$ cat config.mk
export PLATFORM = sky130hd
export DESIGN_NAME = uart_hex_reader
export DESIGN_NICKNAME = d
export VERILOG_FILES = /design/src/rtl/uart_hex_pkg.sv /design/src/rtl/uart_rx_byte.sv /design/src/rtl/uart_hex_reader.sv
export SDC_FILE = /design/constraint.sdc
export NUM_CORES = 1
export LEC_CHECK = 0
export CORE_MARGIN = 5
export CORE_UTILIZATION = 50
export CTS_BUF_LIST = sky130_fd_sc_hd__clkbuf_2 sky130_fd_sc_hd__clkbuf_4 sky130_fd_sc_hd__clkbuf_8
export CTS_CLUSTER_SIZE = 12
export DETAILED_ROUTE_END_ITERATION = 7
export PLACE_DENSITY = 0.77
export RECOVER_POWER = 50
export SYNTH_ARGS = -nofsm -noshare
export SYNTH_HDL_FRONTEND = slang
export SYNTH_HIERARCHICAL = 1
export SYNTH_SLANG_ARGS = --single-unit
export TNS_END_PERCENT = 30
$ cat constraint.sdc
create_clock -name clk -period 3.5 [get_ports clk]
set_input_delay 0.7 -clock clk [delete_from_list [all_inputs] [get_ports clk]]
set_output_delay 0.7 -clock clk [all_outputs]
set_load 0.005 [all_outputs]
$ cat src/rtl/uart_hex_pkg.sv
// Shared types and constants for the UART hex reader: receiver states,
// ASCII control characters, error codes and a hex-digit decoder.
package uart_hex_pkg;

   typedef enum logic [2:0] {
      RX_IDLE,
      RX_START,
      RX_DATA,
      RX_STOP,
      RX_WAIT_HIGH
   } rx_state_t;

   localparam logic [7:0] ASCII_CR = 8'h0D;
   localparam logic [7:0] ASCII_LF = 8'h0A;
   localparam logic [7:0] ASCII_SP = 8'h20;
   localparam logic [7:0] ASCII_LX = 8'h78;  // 'x'
   localparam logic [7:0] ASCII_UX = 8'h58;  // 'X'

   localparam logic [1:0] ERR_NONE  = 2'b00;
   localparam logic [1:0] ERR_FRAME = 2'b01;
   localparam logic [1:0] ERR_CHAR  = 2'b10;

   typedef struct packed {
      logic       ok;
      logic [3:0] nib;
   } hex_digit_t;

   // Maps '0'-'9', 'A'-'F', 'a'-'f' to a nibble. Letters share their low
   // nibble pattern (A=x1 .. F=x6), so adding 9 gives 10..15 for both cases.
   function automatic hex_digit_t decode_hex(input logic [7:0] c);
      hex_digit_t d;
      d.ok  = 1'b0;
      d.nib = 4'd0;
      if (c >= 8'h30 && c <= 8'h39) begin
         d.ok  = 1'b1;
         d.nib = c[3:0];
      end else if ((c >= 8'h41 && c <= 8'h46) || (c >= 8'h61 && c <= 8'h66)) begin
         d.ok  = 1'b1;
         d.nib = c[3:0] + 4'd9;
      end
      return d;
   endfunction

endpackage

$ cat src/rtl/uart_rx_byte.sv
// 8N1 byte receiver: two-flop synchroniser, baud counter sampling mid-bit,
// and a receive FSM that strobes each good byte or flags a framing error.
module uart_rx_byte
   import uart_hex_pkg::*;
(
   input  logic        clk,
   input  logic        rst_n,
   input  logic [15:0] baud_div,
   input  logic        rx_pin,
   output logic [7:0]  data,
   output logic        byte_stb,
   output logic        frame_err,
   output logic        busy
);

   logic [1:0]  sync_q;
   logic        rx_s;
   rx_state_t   state_q, state_d;
   logic [15:0] cnt_q, cnt_d;
   logic [15:0] div_q, div_d;
   logic [2:0]  bit_q, bit_d;
   logic [7:0]  shift_q, shift_d;
   logic        stb_d, ferr_d;

   assign rx_s = sync_q[1];

   // Bring the asynchronous line into the clock domain.
   // NOTE: the synchroniser resets to 1 (idle line level); resetting it to 0
   // would be seen as a start bit the moment reset releases.
   always_ff @(posedge clk or negedge rst_n) begin
      if (!rst_n) begin
         sync_q <= 2'b11;
      end else begin
         sync_q <= {sync_q[0], rx_pin};
      end
   end

   // State, counter and shift-register updates.
   // NOTE: all state is updated with non-blocking assignments so every flop
   // sees the pre-edge value of every other flop.
   always_ff @(posedge clk or negedge rst_n) begin
      if (!rst_n) begin
         state_q   <= RX_IDLE;
         cnt_q     <= '0;
         div_q     <= '0;
         bit_q     <= '0;
         shift_q   <= '0;
         byte_stb  <= 1'b0;
         frame_err <= 1'b0;
      end else begin
         state_q   <= state_d;
         cnt_q     <= cnt_d;
         div_q     <= div_d;
         bit_q     <= bit_d;
         shift_q   <= shift_d;
         byte_stb  <= stb_d;
         frame_err <= ferr_d;
      end
   end

   // Next-state logic: count down to zero, sample, reload one bit period.
   // NOTE: every signal written here gets a default first, so no path can
   // leave one unassigned and infer a latch.
   always_comb begin
      state_d = state_q;
      cnt_d   = cnt_q;
      div_d   = div_q;
      bit_d   = bit_q;
      shift_d = shift_q;
      stb_d   = 1'b0;
      ferr_d  = 1'b0;
      case (state_q)
         RX_IDLE: begin
            if (!rx_s) begin
               // Bit period is captured here so a mid-byte change is ignored.
               state_d = RX_START;
               cnt_d   = baud_div >> 1;
               div_d   = baud_div;
            end
         end
         RX_START: begin
            if (cnt_q == '0) begin
               if (!rx_s) begin
                  state_d = RX_DATA;
                  cnt_d   = div_q - 16'd1;
                  bit_d   = 3'd0;
               end else begin
                  state_d = RX_IDLE;  // glitch, not a real start bit
               end
            end else begin
               cnt_d = cnt_q - 16'd1;
            end
         end
         RX_DATA: begin
            if (cnt_q == '0) begin
               shift_d = {rx_s, shift_q[7:1]};  // LSB arrives first
               cnt_d   = div_q - 16'd1;
               if (bit_q == 3'd7) begin
                  state_d = RX_STOP;
               end else begin
                  bit_d = bit_q + 3'd1;
               end
            end else begin
               cnt_d = cnt_q - 16'd1;
            end
         end
         RX_STOP: begin
            if (cnt_q == '0) begin
               if (rx_s) begin
                  stb_d   = 1'b1;
                  state_d = RX_IDLE;
               end else begin
                  ferr_d  = 1'b1;
                  state_d = RX_WAIT_HIGH;
               end
            end else begin
               cnt_d = cnt_q - 16'd1;
            end
         end
         RX_WAIT_HIGH: begin
            if (rx_s) begin
               state_d = RX_IDLE;
            end
         end
         default: state_d = RX_IDLE;
      endcase
   end

   assign data = shift_q;
   assign busy = (state_q == RX_START) || (state_q == RX_DATA) || (state_q == RX_STOP);

endmodule

$ cat src/rtl/uart_hex_reader.sv
// UART hex reader: receives ASCII hex text, accumulates up to DIGITS_MAX
// digits and publishes the word on CR/LF with a one-cycle valid strobe.
module uart_hex_reader
   import uart_hex_pkg::*;
#(
   parameter int DIGITS_MAX = 8
) (
   input  logic        clk,
   input  logic        rst_n,
   input  logic [15:0] baud_div,
   input  logic        rx_pin,
   output logic [31:0] hex_val,
   output logic [3:0]  digits,
   output logic        valid,
   output logic        err,
   output logic [1:0]  err_code,
   output logic        busy
);

   localparam logic [3:0] CNT_MAX = 4'(DIGITS_MAX);

   logic [7:0]  rx_data;
   logic        byte_stb;
   logic        frame_err;

   logic [31:0] acc_q, acc_d;
   logic [3:0]  count_q, count_d;
   logic [31:0] hex_d;
   logic [3:0]  digits_d;
   logic        valid_d, err_d;
   logic [1:0]  code_d;
   hex_digit_t  digit;

   uart_rx_byte u_rx (
      .clk       (clk),
      .rst_n     (rst_n),
      .baud_div  (baud_div),
      .rx_pin    (rx_pin),
      .data      (rx_data),
      .byte_stb  (byte_stb),
      .frame_err (frame_err),
      .busy      (busy)
   );

   // Parser: classify the received byte and decide accumulator/output updates.
   always_comb begin
      acc_d    = acc_q;
      count_d  = count_q;
      hex_d    = hex_val;
      digits_d = digits;
      valid_d  = 1'b0;
      err_d    = 1'b0;
      code_d   = err_code;
      digit    = decode_hex(rx_data);
      if (frame_err) begin
         err_d   = 1'b1;
         code_d  = ERR_FRAME;
         acc_d   = '0;
         count_d = '0;
      end else if (byte_stb) begin
         if (digit.ok) begin
            acc_d   = {acc_q[27:0], digit.nib};
            count_d = (count_q >= CNT_MAX) ? CNT_MAX : count_q + 4'd1;
         end else if (rx_data == ASCII_LX || rx_data == ASCII_UX) begin
            acc_d   = '0;  // "0x" prefix: drop the leading zero
            count_d = '0;
         end else if (rx_data == ASCII_SP) begin
            acc_d   = acc_q;
         end else if (rx_data == ASCII_CR || rx_data == ASCII_LF) begin
            // Empty line (second half of CRLF) publishes nothing.
            if (count_q != '0) begin
               hex_d    = acc_q;
               digits_d = count_q;
               valid_d  = 1'b1;
               acc_d    = '0;
               count_d  = '0;
            end
         end else begin
            err_d   = 1'b1;
            code_d  = ERR_CHAR;
            acc_d   = '0;
            count_d = '0;
         end
      end
   end

   // Accumulator and output registers.
   always_ff @(posedge clk or negedge rst_n) begin
      if (!rst_n) begin
         acc_q    <= '0;
         count_q  <= '0;
         hex_val  <= '0;
         digits   <= '0;
         valid    <= 1'b0;
         err      <= 1'b0;
         err_code <= ERR_NONE;
      end else begin
         acc_q    <= acc_d;
         count_q  <= count_d;
         hex_val  <= hex_d;
         digits   <= digits_d;
         valid    <= valid_d;
         err      <= err_d;
         err_code <= code_d;
      end
   end

endmodule

Yosys cells after proc, flatten, opt, wreduce, memory -nomap -nowiden
Index checks and enable logic that the tools add are counted.
- register bits: 126
- word-level logic and storage cells: 142
- $add $sub $neg: 5
- $lt $le $gt $ge: 7
- equality and inequality tests: 26
- mux-type cells: 62
- bitwise gates (word level): 5
- reduce and logical (&&, ||, !) cells: 22
- operator list (kind ; number):
    $mux W32 ; 7
    $mux W16 ; 5
    $pmux W16 S4 ; 1
    $mux W3 ; 11
    $mux W4 ; 8
    $sub A16 B1 Y16 const B ; 2
    $mux W1 ; 19
    $ne A2 B1 Y1 const B ; 9
    $eq A8 B4 Y1 const B ; 2
    $eq A8 B7 Y1 const B ; 2
    $ge A8 B7 Y1 const B ; 2
    $le A8 B7 Y1 const B ; 2
    $logic_not A16 Y1 ; 1
    $pmux W3 S5 ; 1
    $mux W2 ; 7
    $mux W5 ; 2
    $reduce_and A5 Y1 ; 2
    $eq A8 B6 Y1 const B ; 1
    $ge A8 B6 Y1 const B ; 1
    $le A8 B6 Y1 const B ; 1
    $ne A2 B2 Y1 const B ; 4
    $reduce_bool A4 Y1 ; 2
    $reduce_and A7 Y1 ; 1
    $eq A3 B2 Y1 const B ; 2
    other kinds (19) ; 32

Depth between registers and ports, before layout
Gate-level depths: netlist of run 1.
- depth in word-level cells: 8
- mapped depth: 9
- depth with buffers taken out: 8

By module
Netlist of run 1, hierarchy kept.
- modules (own cells, without submodules) (module ; times used ; cells each ; area an instance (µm²)):
    uart_hex_reader ; 1 ; 226 ; 3154.3
    uart_rx_byte ; 1 ; 292 ; 2891.5

Worst setup path before layout of run 1
OpenSTA, ideal clock, no wires.
- kind: flip-flop to flip-flop
- start point: reg u_rx.shift_q[1] (netlist: u_rx/data[1])
- end point: reg hex_val[10]
- data arrival time: 2395 ps
- data required time: 3375 ps
- slack: 981 ps
- stages on the path, launching flop included: 8
- buffers on the path: 1
- path through: dfrtp_1 > inv_1 > ha_1 > o311a_4 > nand4bb_4 > nor4_4 > buf_6 > mux2_2
- longest elaborated chain between the ends: 7
- elaborated cells on any way between the ends: 23
- RTL lines (item ; RTL line ; RTL):
    from (decl) ; uart_rx_byte.sv:22 ; logic [7:0] shift_q, shift_d;
    from (signal assigned) ; uart_rx_byte.sv:55 ; shift_q <= shift_d;
    $ge A8 B7 Y1 or $le A8 B7 Y1 (tied branches) ; uart_hex_pkg.sv:37 ; end else if ((c >= 8'h41 && c <= 8'h46) || (c >= 8'h61 && c <= 8'h66)) begin
    $logic_and A1 B1 Y1 ; uart_hex_pkg.sv:37 ;
    $logic_or A1 B1 Y1 ; uart_hex_pkg.sv:37 ;
    $mux W5 ; uart_hex_pkg.sv:37 ;
    $mux W5 ; uart_hex_pkg.sv:34 ; if (c >= 8'h30 && c <= 8'h39) begin
    $not A1 Y1 (no source line) ; n/a ;
    $reduce_and A7 Y1 (no source line) * ; n/a ;
    to (signal assigned) ; uart_hex_reader.sv:92 ; hex_val <= '0;
    to (signal assigned) ; uart_hex_reader.sv:100 ; hex_val <= hex_d;
    to (decl) ; uart_hex_reader.sv:12 ; output logic [31:0] hex_val,
Mark *: on every way between the ends. The rest lies on a longest branch, timed or not.
A chain may end at the register's enable or synchronous reset.

Final worst setup path of run 1
- start point: reg u_rx.state_q[2]
- end point: out busy
- longest elaborated chain between the ends: 3
- elaborated cells on any way between the ends: 5
- RTL lines (item ; RTL line ; RTL):
    from (decl) ; uart_rx_byte.sv:18 ; rx_state_t state_q, state_d;
    from (signal assigned) ; uart_rx_byte.sv:51 ; state_q <= state_d;
    $eq A3 B1 Y1 or $eq A3 B2 Y1 (tied branches) ; uart_rx_byte.sv:130 ; assign busy = (state_q == RX_START) || (state_q == RX_DATA) || (state_q == RX_STOP);
    $logic_or A1 B1 Y1 ; uart_rx_byte.sv:130 ;
    $logic_or A1 B1 Y1 * ; uart_rx_byte.sv:130 ;
    to (decl) ; uart_hex_reader.sv:17 ; output logic busy
Marks and branches as above.

==> flow_summary.yaml, run 1 <==
die:
  num_rows: 40
  boundaryPins: 60
  die_w_um: 120
  start_util_pct: 50.8
  coreArea_um2: 11900
  die_area_um2: 14400
  dieHeight_um: 120
clocking:
  cts_buffers: 17
  cts_tree: "done"
  cts_max_level: 4
  clkTransAtPathRegs_ns: 0.08
  clockRootBuffer: "clkbuf_8"
  cts_max_path_buffers: 2
  postCtsSetupRepairBufs: 0
  cts_hold_buf: 0
  worstSkewPairLatency_ns: 0.44
  cts.repair.resized: 0
  clock-sinks: 126
placed_design:
  gp_congestion: 0.892
  dp_hpwl_um: 9220
  portBuffers: 59
cells_and_area:
  insertedDiodeCount: 0
  final_util_pct: 60.1
  num-nets-final: 615
  area_growth_syn_to_layout_pct: 18.4
  drive_above_1_share_pct: 19.6
synthesis:
  synth_top_area_cell: "dfrtp_1"
  synth_cell_type_count: 70
  synth-edff-count: 0
  synth_top_area_share_pct: 51.3
  syn_area_um2: 6050
  ys.flop_type: "dfrtp_1"
  yosysSeqAreaShare_pct: 52.2
  syn_nets: 548
  synthArstFlopShare_pct: 100
  netlist_instances: 518
  yosys_warnings: 6
  synth_seq_cells: 126
  avgSynthCellArea_um2: 11.7
  synth_area_leaders: "dfrtp_1 51%, mux2_2 9.7%, a22o_1 4.3%"
pwr:
  switching_share_pct: 27.1
  power.leakage_nw: 3.21
  clkPwrFrac_pct: 38.2
  ir_worst_vdd_uv: 485
  power.density_nw_per_um2: 444
  seq_power_share_pct: 51.1
  power_frac_comb_pct: 10.7
  p_int_mw: 2.31
  power_switching_uw: 863
run_status:
  outcome: "complete, but fails checks"
  failed_checks: "max-capacitance violations"
worst_hold_path:
  min_path_type: "reg -> reg"
  whs_path_depth: 0
setup_path:
  crit_path_start_kind: "register"
  reg2reg_slack_ns: 0.61
  crit_arrival_ns: 2.41
  criticalPathCategory: "reg -> out"
  crit_path_max_fanout: 14
  r2r_cells: 7
  end_kind: "output port"
  cp_data_required_time_ns: 2.80
drt:
  vias_per_cell: 6.01
  wl_per_cell_um: 17.6
  dr_total_vias: 4479
  top_layer_used: "met4"
  wirelength_met1_um: 5700
  final_antenna_net_count: 0
  finalWirelength_um: 13100
  wl_met3_um: 637
  drcViolationCount: 0
  drt_iter0_drc: 432
  drtPass1Iterations: 5
  dr_wl_met2_um: 6570
global_route:
  grt_pass1_vias: 4546
  grt_start_max_net_pins: 63
  overflow: 0
  grt_usage_pct: 19.2
  antenna_found_initial: 0
  grt_pass1_wl_um: 22300
timing:
  grt_setup_unrepaired: "no"
  slew_headroom_pct: 0.368
  final.setup_skew_ns: 0.00858
  period_needed_ns: 3.11
  tightest_slew_ns: 1.49
  max_freq_mhz: 321
  report.final.slew_viol_count: 0
  setup_viol: 0
  fin_crit_sh_pct: 89.0
  fin_setup_tns_ns: 0
  timing.final.hold_violations: 0
run:
  maxCapViolations: 1
[cell type report]
type | instances | area (µm²)
Inverter | 18 | 67.6
Clock buffer | 21 | 283
Sequential cell | 126 | 3160
Tap cell | 147 | 184
Timing Repair Buffer | 71 | 661
Fill cell | 965 | 4750
Clock inverter | 11 | 108
Multi-Input combinational cell | 351 | 2700
[sequential cells by signal (all words and copies together) (netlist names)]
signal and flops:
acc_q 32, hex_val 32, u_rx/cnt_q 16, u_rx/div_q 16, u_rx/data 8, count_q 4
digits 4, u_rx/bit_q 3, u_rx/state_q 3, err_code 2, u_rx/sync_q 2, err 1
u_rx/byte_stb 1, u_rx/frame_err 1, valid 1
[critical path, cell delays in order (launching register included)]
cell and delay (ns):
dfrtp_1 0.55, nor2_1 0.53, nor2_1 0.10, buf_4 0.22
inv_2 0.07, clkdlybuf4s50_1 0.50
[final timing paths]
check                                      from             end
worst min register to register   u_rx/sync_q[0]  u_rx/sync_q[1]
max in group asynchronous                 rst_n     hex_val[20]
worst max register to register     u_rx/data[1]       acc_q[26]
worst max-delay path            u_rx/state_q[2]            busy
min in group asynchronous                 rst_n     err_code[0]
worst min-delay path             u_rx/sync_q[0]  u_rx/sync_q[1]
[cell usage in the layout (no fill, tap or decap), types with 8 or more instances in the layout]
master / synthesis / layout
a21oi_1: 18 / 18
a22o_1: 30 / 30
buf_4: 0 / 8
clkbuf_8: 0 / 20
clkdlybuf4s50_1: 0 / 42
dfrtp_1: 124 / 124
dlygate4sd3_1: 0 / 16
ha_1: 11 / 11
inv_1: 17 / 17
mux2_2: 52 / 52
nand2_1: 29 / 29
nand3_1: 12 / 12
nor2_1: 26 / 25
nor3_1: 13 / 13
o21ai_0: 34 / 34
xnor2_1: 11 / 11
[cell usage after synthesis (7+ instances only)]
cell / count
dfrtp_1: 124
mux2_2: 52
o21ai_0: 34
a22o_1: 30
nand2_1: 29
nor2_1: 26
a21oi_1: 18
inv_1: 17
nor3_1: 13
nand3_1: 12
clkbuf_1: 11
ha_1: 11
xnor2_1: 11
buf_2: 9
mux2_1: 7
nor4_1: 7
o31ai_1: 7
[metal layers]
metal  track usage [%]  vias up
met5                 0        -
met4              7.87        0
met3              4.71       26
met2              31.8      120
met1              24.3     2269
li1                  -     2064
[power groups by stage]
| stage | Clock (mW) | Sequential (mW) | Combinational [mW] |
|---|---|---|---|
| 2_1_floorplan | 0 | 1.63 | 0.238 |
| 3_3_place_gp | 0 | 1.64 | 0.333 |
| 3_5_place_dp | 0 | 1.65 | 0.342 |
| 4_1_cts | 1.25 | 1.62 | 0.345 |
| 5_1_grt | 1.32 | 1.63 | 0.381 |
| 6_report | 1.21 | 1.62 | 0.339 |
[cell families after synthesis]
| family | share of synthesized area [%] |
|---|---|
| compound gates | 15.5 |
| xor+xnor | 2.17 |
| fa+ha+maj | 2.28 |
| buf+inv | 3.10 |
| flops | 52.2 |
| mux | 11.3 |
| simple gates | 13.5 |
[stage by stage]
stage	power, mW	instance area, µm²	worst slack [ns]	hold slack [ns]	std cells
after global placement	1.98	6800	0.862	0.348	713
after detailed placement	1.99	6800	0.714	0.350	713
after floorplan	1.86	6050	0.981	0.345	518
final	3.18	7160	0.386	0.359	745
after global routing	3.33	7160	0.245	0.366	745
after CTS	3.21	7190	0.368	0.344	745
(Power assumes the default switching activity.)
==> run 2: changes to the inputs <==
- DONT_BUFFER_PORTS: not set -> 1
- PLACE_DENSITY: 0.77 -> 0.71
- clock period: 3.5 -> 3.9 ns (I/O delays scaled with it)
==> run 2 against run 1 <==
The flow now finishes without violations. Routed wire length fell by 3.6%. Sequential share of layout area up 4.1 points. Critical endpoint is now acc_q[10]. Utilization decreased by 5.1 points.
==> flow_summary.yaml, run 2 (synthesis results as in run 1) <==
die:
  num_rows: 40
  start_util_pct: 50.8
  boundaryPins: 60
  die_area_um2: 14400
  dieHeight_um: 120
  coreArea_um2: 11900
  die_w_um: 120
setup_path:
  end_kind: "register"
  cp_data_required_time_ns: 4.27
  crit_arrival_ns: 3.23
  crit_path_max_fanout: 29
  criticalPathCategory: "reg -> reg"
  crit_path_start_kind: "register"
cells_and_area:
  most-common-layout-cells: "124 x dfrtp_1, 52 x mux2_2, 34 x o21ai_0"
  insertedDiodeCount: 0
  reg_top3: "acc_q (32), hex_val (32)"
  num-nets-final: 552
  final_util_pct: 55.0
  n_fill_cell: 1015
  area_growth_syn_to_layout_pct: 8.34
  multi_input_area_um2: 2720
  drive_above_1_share_pct: 21.3
  regArea_um2: 3160
  layout_commonest_cell: "dfrtp_1"
drt:
  final_antenna_net_count: 0
  drtPass1Iterations: 5
  drcViolationCount: 0
  drt_iter0_drc: 433
  vias_per_cell: 6.15
  wl_per_cell_um: 18.6
  dr_total_vias: 4190
  finalWirelength_um: 12600
placed_design:
  dp_hpwl_um: 8440
  gp_congestion: 0.869
  portBuffers: 0
run:
  maxCapViolations: 0
clocking:
  clock-sinks: 126
  cts_buffers: 17
  postCtsSetupRepairBufs: 0
  cts.repair.resized: 0
  cts_max_path_buffers: 2
  clkTransAtPathRegs_ns: 0.07
  cts_hold_buf: 0
  clockRootBuffer: "clkbuf_8"
  worstSkewPairLatency_ns: 0.44
  cts_tree: "done"
  cts_max_level: 4
timing:
  grt_setup_unrepaired: "no"
  final.setup_skew_ns: 0.0118
  max_freq_mhz: 349
  timing.final.hold_violations: 0
  fin_crit_sh_pct: 73.4
  fin_setup_tns_ns: 0
  setup_viol: 0
  slew_headroom_pct: 19.6
  report.final.slew_viol_count: 0
  tightest_slew_ns: 1.20
  hold_ws_ns: 0.0421
  period_needed_ns: 2.86
global_route:
  antenna_found_initial: 0
  grt_start_max_net_pins: 127
  grt_pass1_wl_um: 21200
  gr-usage-met1_pct: 23.4
  grt_pass1_vias: 4257
  busiest_layer: "met2"
  grtUsageMet3_pct: 6.36
  overflow: 0
  met2_usage_pct: 28.1
  grt_usage_pct: 18.4
pwr:
  clkPwrFrac_pct: 36.8
  power.density_nw_per_um2: 417
  power_frac_comb_pct: 9.6
  power_switching_uw: 729
  seq_power_share_pct: 53.6
  switching_share_pct: 26.7
  p_int_mw: 2.00
  ir_worst_vdd_uv: 255
  power.leakage_nw: 2.90
run_status:
  outcome: "completed"
worst_hold_path:
  min_path_type: "in -> async"
run 2: power by group through the flow:
stage	Sequential, mW	Combinational (mW)	Clock, mW
finish	1.47	0.261	1.01
global route	1.47	0.292	1.10
CTS	1.46	0.253	1.03
detailed placement	1.48	0.253	0
global placement	1.48	0.247	0
floorplan	1.46	0.213	0
run 2: area by class of cell:
cell class,instances,area share [%]
clock buffers,23,4.55
clock inverters,8,0.917
inverters,18,1.03
multi-input cells,351,41.5
flip-flops and latches,126,48.2
well taps,147,2.81
repair buffers,8,0.993
run 2: worst paths after layout:
path / end / startpoint / slack [ns] / cells after the start
min in group clk: u_rx/sync_q[0] / rx_pin / 0.34 / 0
max reg2reg: acc_q[10] / u_rx/data[1] / 1.04 / 7
max: acc_q[10] / u_rx/data[1] / 1.04 / 7
min: err_code[0] / rst_n / 0.04 / 0
max in group asynchronous: u_rx/cnt_q[8] / rst_n / 2.67 / 1
min reg2reg: u_rx/sync_q[1] / u_rx/sync_q[0] / 0.36 / 0
run 2: through the flow:
step,power (mW),setup slack [ns],instance area [µm²],cells
CTS,2.75,1.05,6530,679
detailed placement,1.74,1.09,6170,648
global route,2.87,0.801,6550,681
floorplan,1.67,1.38,6050,518
finish,2.73,1.04,6550,681
global placement,1.72,1.16,6170,648
run 2: worst max-delay path, stage by stage, from the launching register on:
cell      delay (ns)
dfrtp_1         0.46
inv_1           0.14
ha_1            0.24
o21bai_1        0.10
a21oi_1         0.39
o21ai_0         0.23
nor2_2          0.94
a22o_1          0.29
run 2: routing by layer:
| metal | up-vias | part of all wire [%] | routed length, µm |
|---|---|---|---|
| met3 | 40 | 8.0 | 1020 |
| met5 | - | 0 | 0 |
| met4 | 0 | 3.1 | 391 |
| met1 | 2048 | 44 | 5510 |
| li1 | 1937 | - | - |
| met2 | 165 | 45 | 5730 |
==> run 3: changes to the inputs <==
- PLACE_DENSITY: 0.71 -> 0.74
- clock period: 3.9 -> 2.4 ns (I/O delays scaled with it)
==> run 3 against run 2 <==
Critical endpoint is now u_rx/cnt_q[8]. Sequential cell count stayed put. Via count is 3.0% higher. Combinational power is 77% higher. Total power is 71% higher. Clock skew is 0.0014 ns lower. Register-to-register slack worse by 0.97 ns. Routed wire length is 4.3% higher. Sequential power is 62% higher. Largest cell class unchanged. Non-clock buffer count is 35 higher. Worst hold slack worse by 0.33 ns. Design area is 6.0% higher. The run now ends with negative hold slack left.
==> flow_summary.yaml, run 3 (synthesis results as in run 1) <==
run_status:
  outcome: "complete, but fails checks"
  failed_checks: "negative hold slack"
global_route:
  overflow: 0
  grt_start_max_net_pins: 127
  grt_pass1_wl_um: 21900
  antenna_found_initial: 0
  grt_pass1_vias: 4461
  grt_usage_pct: 18.9
clocking:
  cts_max_level: 4
  clkTransAtPathRegs_ns: 0.08
  cts_tree: "done"
  clockRootBuffer: "clkbuf_8"
  clock-sinks: 126
  cts_max_path_buffers: 2
  cts_buffers: 17
  cts_hold_buf: 1
  worstSkewPairLatency_ns: 0.45
cells_and_area:
  reg_top3: "acc_q (32), hex_val (32)"
  most-common-layout-cells: "124 x dfrtp_1, 52 x mux2_2, 39 x buf_4"
  fin_area_um2: 6940
  insertedDiodeCount: 0
  drive_above_1_share_pct: 27.9
  n_fill_cell: 967
  layout_commonest_cell: "dfrtp_1"
  final_util_pct: 58.3
  area_growth_syn_to_layout_pct: 14.8
  multi_input_area_um2: 2770
  num-nets-final: 587
  regArea_um2: 3160
setup_path:
  crit_arrival_ns: 2.67
  end_kind: "register"
  crit_path_max_fanout: 5
  cp_data_required_time_ns: 2.73
  crit_path_start_kind: "register"
  criticalPathCategory: "reg -> reg"
pwr:
  ir_worst_vdd_uv: 471
  power_mw: 4.67
  power.leakage_nw: 3.12
  power.density_nw_per_um2: 673
die:
  start_util_pct: 50.8
  num_rows: 40
  dieHeight_um: 120
  boundaryPins: 60
  die_w_um: 120
  die_area_um2: 14400
  coreArea_um2: 11900
drt:
  finalWirelength_um: 13200
  dr_total_vias: 4316
  vias_per_cell: 6.02
  drcViolationCount: 0
  final_antenna_net_count: 0
  wl_per_cell_um: 18.4
  drtPass1Iterations: 5
  drt_iter0_drc: 315
timing:
  fin_setup_tns_ns: 0
  timing.final.hold_violations: 126
  tightest_slew_ns: 0.436
  report.final.slew_viol_count: 0
  slew_headroom_pct: 70.9
  period_needed_ns: 2.33
  fin_crit_sh_pct: 97.2
  setup_viol: 0
  max_freq_mhz: 429
  final.setup_skew_ns: 0.0104
  hold_ws_ns: -0.284
placed_design:
  portBuffers: 0
  place_area_um2: 6450
  gp_congestion: 0.966
  dp_hpwl_um: 9140
worst_hold_path:
  min_path_type: "in -> async"
run:
  maxCapViolations: 0
==> run 3: cell types whose count changed in the layout (fill, tap and decap cells not counted), sizes merged, moves of 2 or more <==
cell / before / now
clkbuf: 23 / 18
inv: 19 / 25
bufinv: 0 / 2
clkinvlp: 5 / 2
clkinv: 2 / 4
buf: 6 / 41
==> run 3: final cells by class <==
| cell class | count | share of cell area, % |
|---|---|---|
| clock buffers | 17 | 3.37 |
| clock inverters | 15 | 2.31 |
| inverters | 18 | 0.973 |
| multi-input cells | 351 | 39.9 |
| flip-flops and latches | 126 | 45.5 |
| well taps | 147 | 2.65 |
| repair buffers | 43 | 5.30 |
==> run 3: through the flow <==
stage,worst slack (ns),instances,hold slack [ns]
6_report,0.0681,717,-0.284
5_1_grt,-0.00613,717,-0.319
4_1_cts,0.0274,711,-0.309
3_5_place_dp,-0.00599,678,0.189
3_3_place_gp,0.106,678,0.189
2_1_floorplan,-0.0000997,518,0.184
==> run 3: what timing repair did <==
item | 4_1_cts | 5_1_grt
pin swaps | 0 | 3
endpoints found under the hold margin | 127 | 126
cloned | 0 | 1
setup endpoints to repair | 2 | 46
resized for setup | 1 | 5
setup buffers | 0 | 5
==> run 3: path summary, 6_finish.rpt <==
| kind | startpoint | to | slack, ns | depth (start not counted) |
|---|---|---|---|---|
| worst min-delay path | rst_n | count_q[2] | -0.28 | 0 |
| worst max register to register | u_rx/cnt_q[0] | u_rx/cnt_q[8] | 0.07 | 8 |
| min in group clk | baud_div[0] | u_rx/div_q[0] | 0.16 | 2 |
| max in group asynchronous | rst_n | u_rx/sync_q[1] | 2.45 | 0 |
| worst max-delay path | u_rx/cnt_q[0] | u_rx/cnt_q[8] | 0.07 | 8 |
| worst min register to register | u_rx/sync_q[0] | u_rx/sync_q[1] | 0.36 | 0 |
==> run 3: metal layers <==
layer	share of wire (%)	global-route usage [%]	vias to the layer above
li1	-	-	2011
met1	42	23.5	2148
met2	49	30.0	131
met3	6.6	6.46	26
met4	1.8	8.45	0
met5	0	0	-
==> run 3: where the power goes <==
group | leakage (nW) | total, mW | switching (mW) | internal (mW)
sequential | 1.68 | 2.38 | 0.147 | 2.23
clock | 0.198 | 1.83 | 0.894 | 0.938
combinational | 1.25 | 0.461 | 0.235 | 0.226
==> run 3: worst max-delay path, cell delays in order (launching register included) <==
cell     delay, ns
dfrtp_1       0.39
inv_1         0.08
ha_1          0.17
or3b_2        0.54
nor3_4        0.24
nand3_2       0.18
o21ai_0       0.21
a22oi_1       0.13
a221o_1       0.27
